[config.mk]
export PLATFORM = sky130hd
export DESIGN_NAME = flash_port_arbiter
export DESIGN_NICKNAME = d
export VERILOG_FILES = /design/src/rtl/flash_port_arbiter.sv
export SDC_FILE = /design/constraint.sdc
export NUM_CORES = 1
export LEC_CHECK = 0
export CORE_MARGIN = 3
export CORE_UTILIZATION = 30
export DETAILED_ROUTE_END_ITERATION = 10
export PLACE_DENSITY = 0.64
export SLEW_MARGIN = 20
export SYNTH_ARGS = -nofsm -noshare
export SYNTH_HDL_FRONTEND = slang
export SYNTH_SLANG_ARGS = --single-unit
[constraint.sdc]
create_clock -name clk -period 6.6 [get_ports clk]
set_input_delay 1.32 -clock clk [delete_from_list [all_inputs] [get_ports clk]]
set_output_delay 1.32 -clock clk [all_outputs]
set_load 0.02 [all_outputs]
[src/rtl/flash_port_arbiter.sv]
// Shares the byte-wide flash port between instruction fetch and load/store.
// Define FLASH_ARB_RR_EN for round-robin conflict arbitration (default: data first).
module flash_port_arbiter #(
    parameter int ADDR_W = 24,
    parameter int RD_LAT = 3
) (
    input  logic              clk,
    input  logic              rst,
    input  logic              if_req,
    input  logic [ADDR_W-1:0] if_addr,
    output logic [31:0]       if_rdata,
    output logic              if_done,
    input  logic              d_req,
    input  logic              d_we,
    input  logic [1:0]        d_size,
    input  logic [ADDR_W-1:0] d_addr,
    input  logic [31:0]       d_wdata,
    output logic [31:0]       d_rdata,
    output logic              d_done,
    output logic              busy,
    output logic              cs,
    output logic              we,
    output logic              re,
    output logic [ADDR_W-1:0] addr,
    output logic [7:0]        wdata,
    input  logic [7:0]        rdata
);

    localparam int LAT_W = (RD_LAT > 1) ? $clog2(RD_LAT) : 1;
    localparam logic [LAT_W-1:0] LAT_LAST = LAT_W'(RD_LAT - 1);

    typedef enum logic [1:0] {
        IDLE,
        XFER,
        DONE
    } state_t;

    state_t            state_q, state_d;
    logic              owner_q, owner_d;
    logic              wr_op_q, wr_op_d;
    logic [ADDR_W-1:0] base_q, base_d;
    logic [2:0]        nbytes_q, nbytes_d;
    logic [2:0]        cnt_q, cnt_d;
    logic [LAT_W-1:0]  lat_q, lat_d;
    logic [31:0]       wbuf_q, wbuf_d;
    logic [31:0]       asm_q, asm_d;
    logic              cs_q, cs_d;
    logic              we_q, we_d;
    logic              re_q, re_d;
    logic [ADDR_W-1:0] addr_q, addr_d;
    logic [7:0]        wdata_q, wdata_d;
    logic [31:0]       if_rdata_q, if_rdata_d;
    logic [31:0]       d_rdata_q, d_rdata_d;
    logic              if_done_q, if_done_d;
    logic              d_done_q, d_done_d;
`ifdef FLASH_ARB_RR_EN
    logic              last_conf_q, last_conf_d;
`endif

    logic              grant_data;
    logic [2:0]        req_nbytes;
    logic [2:0]        cnt_nxt;
    logic              last_byte;
    logic [ADDR_W-1:0] addr_nxt;

    // Round-robin pointer moves only on contested grants (1 = data won last).
    always_comb begin
        grant_data = d_req;
`ifdef FLASH_ARB_RR_EN
        if (d_req && if_req) begin
            grant_data = ~last_conf_q;
        end
`endif
    end

    always_comb begin
        unique case (d_size)
            2'd0:    req_nbytes = 3'd1;
            2'd1:    req_nbytes = 3'd2;
            default: req_nbytes = 3'd4;
        endcase
    end

    assign cnt_nxt   = cnt_q + 3'd1;
    assign last_byte = (cnt_nxt == nbytes_q);
    assign addr_nxt  = base_q + ADDR_W'(cnt_nxt);

    always_comb begin
        state_d    = state_q;
        owner_d    = owner_q;
        wr_op_d    = wr_op_q;
        base_d     = base_q;
        nbytes_d   = nbytes_q;
        cnt_d      = cnt_q;
        lat_d      = lat_q;
        wbuf_d     = wbuf_q;
        asm_d      = asm_q;
        cs_d       = cs_q;
        we_d       = we_q;
        re_d       = re_q;
        addr_d     = addr_q;
        wdata_d    = wdata_q;
        if_rdata_d = if_rdata_q;
        d_rdata_d  = d_rdata_q;
        if_done_d  = 1'b0;
        d_done_d   = 1'b0;
`ifdef FLASH_ARB_RR_EN
        last_conf_d = last_conf_q;
`endif

        unique case (state_q)
            IDLE: begin
                if (d_req || if_req) begin
                    owner_d  = grant_data;
                    wr_op_d  = grant_data & d_we;
                    base_d   = grant_data ? d_addr : if_addr;
                    nbytes_d = grant_data ? req_nbytes : 3'd4;
                    wbuf_d   = grant_data ? d_wdata : 32'd0;
                    asm_d    = 32'd0;
                    cnt_d    = 3'd0;
                    lat_d    = '0;
                    cs_d     = 1'b1;
                    we_d     = grant_data & d_we;
                    re_d     = ~(grant_data & d_we);
                    addr_d   = grant_data ? d_addr : if_addr;
                    if (grant_data && d_we) begin
                        wdata_d = d_wdata[7:0];
                    end
`ifdef FLASH_ARB_RR_EN
                    if (d_req && if_req) begin
                        last_conf_d = grant_data;
                    end
`endif
                    state_d = XFER;
                end
            end
            XFER: begin
                if (wr_op_q) begin
                    if (last_byte) begin
                        cs_d    = 1'b0;
                        we_d    = 1'b0;
                        re_d    = 1'b0;
                        state_d = DONE;
                    end else begin
                        cnt_d   = cnt_nxt;
                        addr_d  = addr_nxt;
                        wdata_d = wbuf_q[{cnt_nxt[1:0], 3'b000} +: 8];
                    end
                end else if (lat_q == LAT_LAST) begin
                    asm_d[{cnt_q[1:0], 3'b000} +: 8] = rdata;
                    lat_d = '0;
                    if (last_byte) begin
                        cs_d    = 1'b0;
                        we_d    = 1'b0;
                        re_d    = 1'b0;
                        state_d = DONE;
                    end else begin
                        cnt_d  = cnt_nxt;
                        addr_d = addr_nxt;
                    end
                end else begin
                    lat_d = lat_q + LAT_W'(1);
                end
            end
            DONE: begin
                if (owner_q) begin
                    d_done_d = 1'b1;
                    if (!wr_op_q) begin
                        d_rdata_d = asm_q;
                    end
                end else begin
                    if_done_d  = 1'b1;
                    if_rdata_d = asm_q;
                end
                state_d = IDLE;
            end
            default: begin
                state_d = IDLE;
            end
        endcase
    end

    always_ff @(posedge clk or posedge rst) begin
        if (rst) begin
            state_q    <= IDLE;
            owner_q    <= 1'b0;
            wr_op_q    <= 1'b0;
            base_q     <= '0;
            nbytes_q   <= 3'd0;
            cnt_q      <= 3'd0;
            lat_q      <= '0;
            wbuf_q     <= 32'd0;
            asm_q      <= 32'd0;
            cs_q       <= 1'b0;
            we_q       <= 1'b0;
            re_q       <= 1'b0;
            addr_q     <= '0;
            wdata_q    <= 8'd0;
            if_rdata_q <= 32'd0;
            d_rdata_q  <= 32'd0;
            if_done_q  <= 1'b0;
            d_done_q   <= 1'b0;
`ifdef FLASH_ARB_RR_EN
            last_conf_q <= 1'b0;
`endif
        end else begin
            state_q    <= state_d;
            owner_q    <= owner_d;
            wr_op_q    <= wr_op_d;
            base_q     <= base_d;
            nbytes_q   <= nbytes_d;
            cnt_q      <= cnt_d;
            lat_q      <= lat_d;
            wbuf_q     <= wbuf_d;
            asm_q      <= asm_d;
            cs_q       <= cs_d;
            we_q       <= we_d;
            re_q       <= re_d;
            addr_q     <= addr_d;
            wdata_q    <= wdata_d;
            if_rdata_q <= if_rdata_d;
            d_rdata_q  <= d_rdata_d;
            if_done_q  <= if_done_d;
            d_done_q   <= d_done_d;
`ifdef FLASH_ARB_RR_EN
            last_conf_q <= last_conf_d;
`endif
        end
    end

    assign busy     = (state_q != IDLE);
    assign cs       = cs_q;
    assign we       = we_q;
    assign re       = re_q;
    assign addr     = addr_q;
    assign wdata    = wdata_q;
    assign if_rdata = if_rdata_q;
    assign if_done  = if_done_q;
    assign d_rdata  = d_rdata_q;
    assign d_done   = d_done_q;

endmodule

==> impl_metrics.env <==
export IMPL_drc=0
export IMPL_power_density_mw_per_mm2=436.6
export IMPL_slew_violations=0
export IMPL_crit_required_ns=6.99
export IMPL_numCtsBuffers=24
export IMPL_clockBufferDepth=3
export IMPL_cts_hold_buf=0
export IMPL_worst_path_buf_inv=2
export IMPL_cp_max_fo=15
export IMPL_pin_count=197
export IMPL_clock_skew_ns=0.01509
export IMPL_setup_violations=0
export IMPL_reg2reg_to="addr[20]$_DFFE_PP0P_"
export IMPL_cp_depth=9
export IMPL_avgSynthCellArea_um2=11.59
export IMPL_first_pass_iters=4
export IMPL_min_period_ns=3.870
export IMPL_cp_start_kind="register"
export IMPL_final_util_pct=41.54
export IMPL_hold_path_class="register to register"
export IMPL_path_delay_family="adder cells"
export IMPL_crit_chain="inv_1 -> ha_1 -> inv_1 -> fa_1 -> nor2b_1 -> o21ai_1 -> nor3_1 -> xor2_1 -> a221o_1"
export IMPL_run_status="complete, no violations"
export IMPL_grt_pass1_wl_um=36250
export IMPL_async_flop_share_pct=100.0
export IMPL_critPathSlowestCell="ha_1"
export IMPL_synth_edf_count=0
export IMPL_clock_sinks=201
export IMPL_rrSetupSlack_ns=2.73
export IMPL_tns_ns=0
export IMPL_clkTransAtPathRegs_ns=0.06
export IMPL_yosysSeqAreaShare_pct=56.73
export IMPL_num_rows=62
export IMPL_track_usage_pct=14.28
export IMPL_ys_dominant_reg_cell="dfrtp_1"
export IMPL_htree_levels=1
export IMPL_worstPathArrival_ns=4.26
export IMPL_core_area_mm2=0.02894
export IMPL_yosysWarnings=0
export IMPL_grt_setup_unrepaired="false"
export IMPL_max_freq_mhz=258.4
export IMPL_postSynthCellCount=765
export IMPL_grt_max_degree=103
export IMPL_cts_setup_buffers=0
export IMPL_cts_tree="built"
export IMPL_nets=1054
export IMPL_start_util_pct=30.64
export IMPL_finalHoldViolations=0
export IMPL_crit_end="addr[20]$_DFFE_PP0P_"
export IMPL_yosys_register_bits=201
export IMPL_slew_headroom_pct=31.42
export IMPL_die_area_mm2=0.03165
export IMPL_path_class="register to register"
export IMPL_endpoint_kind="register"
export IMPL_slowest_delay_ns=0.82
export IMPL_first_iter_violations=324
export IMPL_antenna_found_initial=0
export IMPL_netlist_area_leader_share_pct=56.73
export IMPL_fp_dieW_um=177.9
export IMPL_r2r_start="cnt_q[0]$_DFFE_PP0P_"
export IMPL_path_common_cell="inv_1"
export IMPL_clock_tree_root_cell="clkbuf_16"
export IMPL_totalWireLength_um=22560
export IMPL_drv_cap=0
export IMPL_ys_top_cells_by_area="dfrtp_1, mux2_2, nand2_1"
export IMPL_p_leak_uw=0.005313
export IMPL_synth_area_mm2=0.008866
export IMPL_io_buffers=196
export IMPL_cts_resized=0
export IMPL_viasPerCell=4.816
export IMPL_diodes=0
export IMPL_ant_nets=0
export IMPL_wire_per_inst_um=16.71
export IMPL_grt_pass1_vias=6548
export IMPL_worstRegToRegCells=9
export IMPL_ys_types=51
export IMPL_overflow=0
export IMPL_tightest_slew_ns=1.022
export IMPL_syn_to_final_growth_pct=35.58
export IMPL_power_uw=5248
export IMPL_ir_worst_vdd_mv=0.2539
export IMPL_dp_hpwl_um=15870
export IMPL_num_vias=6501
export IMPL_insertion_delay_ns=0.51
export IMPL_drive_gt1_share_pct=13.56
export IMPL_timing_final_crit_share_pct=58.63
export IMPL_startpoint="cnt_q[0]$_DFFE_PP0P_"
export IMPL_gp_congestion=0.7886
export IMPL_synth_top_area_cell="dfrtp_1"
export IMPL_die_h_um=177.9
export IMPL_synth_nets=869
[tightest hold or removal path: cells and delay by family, from the launching register on]
kind	cells	cell delay (ns)
flops	1	0.34
compound gates	1	0.06
simple gates	1	0.05
[sequential cells by signal (all words and copies together) (netlist names)]
name      flops
addr         24
asm_q        32
base_q       24
cnt_q         3
cs            1
d_done        1
d_rdata      32
if_done       1
if_rdata     32
lat_q         2
nbytes_q      3
owner_q       1
re            1
state_q       2
wbuf_q       32
wdata         8
we            1
wr_op_q       1
[layout make-up]
| type | instances | area [um2] |
|---|---|---|
| clock inverter | 5 | 81.33 |
| multi-input combinational | 506 | 3626 |
| sequential | 201 | 5030 |
| timing repair buffer | 204 | 2029 |
| tap | 384 | 480.5 |
| fill | 2762 | 16920 |
| inverter | 13 | 52.55 |
| clock buffer | 37 | 720.7 |
[layout by cell type, fill, tap and decap left out, drive strengths merged, types with 3 or more instances in the layout]
| cell | synthesis | layout |
|---|---|---|
| dfrtp | 201 | 201 |
| clkdlybuf4s50 | 0 | 195 |
| nand2 | 127 | 127 |
| o21ai | 88 | 88 |
| mux2 | 66 | 66 |
| a22o | 37 | 37 |
| clkbuf | 26 | 37 |
| mux2i | 33 | 33 |
| nor2 | 17 | 17 |
| a21oi | 13 | 13 |
| inv | 13 | 13 |
| nor3 | 10 | 10 |
| xor2 | 9 | 9 |
| xnor2 | 9 | 9 |
| buf | 19 | 9 |
| a21o | 8 | 8 |
| mux4 | 8 | 8 |
| nand3 | 8 | 8 |
| ha | 8 | 8 |
| a221o | 6 | 6 |
| o31ai | 5 | 5 |
| nor4 | 5 | 5 |
| o211ai | 4 | 4 |
| or3 | 4 | 4 |
| nand4 | 4 | 4 |
| nor2b | 4 | 4 |
| or4 | 3 | 3 |
| and4 | 3 | 3 |
[power breakdown]
| part | total (uW) | leakage [uW] | switching (uW) | internal [uW] |
|---|---|---|---|---|
| clock | 1330 | 0.000389 | 506 | 826 |
| combinational | 1970 | 0.00227 | 1050 | 919 |
| sequential | 1940 | 0.00266 | 321 | 1620 |
| total | 5250 | 0.00531 | 1880 | 3370 |
[metal layers]
metal / up-vias / global-route usage, % / routed length, um / part of all wire, %
met2: 196 / 21.57 / 9756 / 43
li1: 3106 / - / - / -
met4: 0 / 3.796 / 568 / 2.5
met5: - / 0 / 0 / 0
met3: 41 / 2.674 / 1351 / 6.0
met1: 3158 / 20.99 / 10880 / 48
[cells by family (layout without fill, tap and decap cells)]
| logic type | Yosys count | count (layout) | share of synthesized area [%] |
|---|---|---|---|
| AND/OR/NAND/NOR | 196 | 196 | 9.977 |
| flip-flops | 201 | 201 | 56.73 |
| XOR/XNOR | 19 | 19 | 2.046 |
| adder cells (fa/ha/maj) | 9 | 9 | 1.355 |
| buffers and inverters | 58 | 259 | 2.752 |
| AO/OA/AOI/OAI | 175 | 175 | 13.00 |
| multiplexers | 107 | 107 | 14.14 |
[cell usage after synthesis (all sizes together), types with 3 or more instances]
library cell    n
o31ai           5
nor2b           4
ha              8
mux2i          33
xor2            9
nand2         127
xnor2           9
or3             4
buf            19
nor3           10
inv            13
mux4            8
and4            3
or4             3
nor2           17
dfrtp         201
a221o           6
clkbuf         26
nand4           4
nand3           8
a21oi          13
nor4            5
a22o           37
mux2           66
o211ai          4
a21o            8
o21ai          88
[how the worst min path moves through the flow]
stage / endpoint / start / depth (start not counted)
2_1_floorplan: base_q[0]$_DFFE_PP0P_ / base_q[0]$_DFFE_PP0P_ / 2
3_3_place_gp: addr[0]$_DFFE_PP0P_ / addr[0]$_DFFE_PP0P_ / 2
3_5_place_dp: addr[9]$_DFFE_PP0P_ / addr[9]$_DFFE_PP0P_ / 2
4_1_cts: addr[9]$_DFFE_PP0P_ / addr[9]$_DFFE_PP0P_ / 2
5_1_grt: wbuf_q[16]$_DFFE_PP0P_ / wbuf_q[16]$_DFFE_PP0P_ / 1
6_report: addr[0]$_DFFE_PP0P_ / addr[0]$_DFFE_PP0P_ / 2
[through the flow]
stage | worst slack [ns] | hold WS [ns] | cell area (um2) | cells
floorplan | 2.678 | 0.4563 | 8870 | 765
global route | 2.357 | 0.5129 | 12020 | 1350
global placement | 2.809 | 0.4664 | 11210 | 1308
finish | 2.730 | 0.4785 | 12020 | 1350
detailed placement | 2.665 | 0.4705 | 11210 | 1308
CTS | 2.687 | 0.4837 | 12010 | 1350
Power figures use the tool's default switching activity.
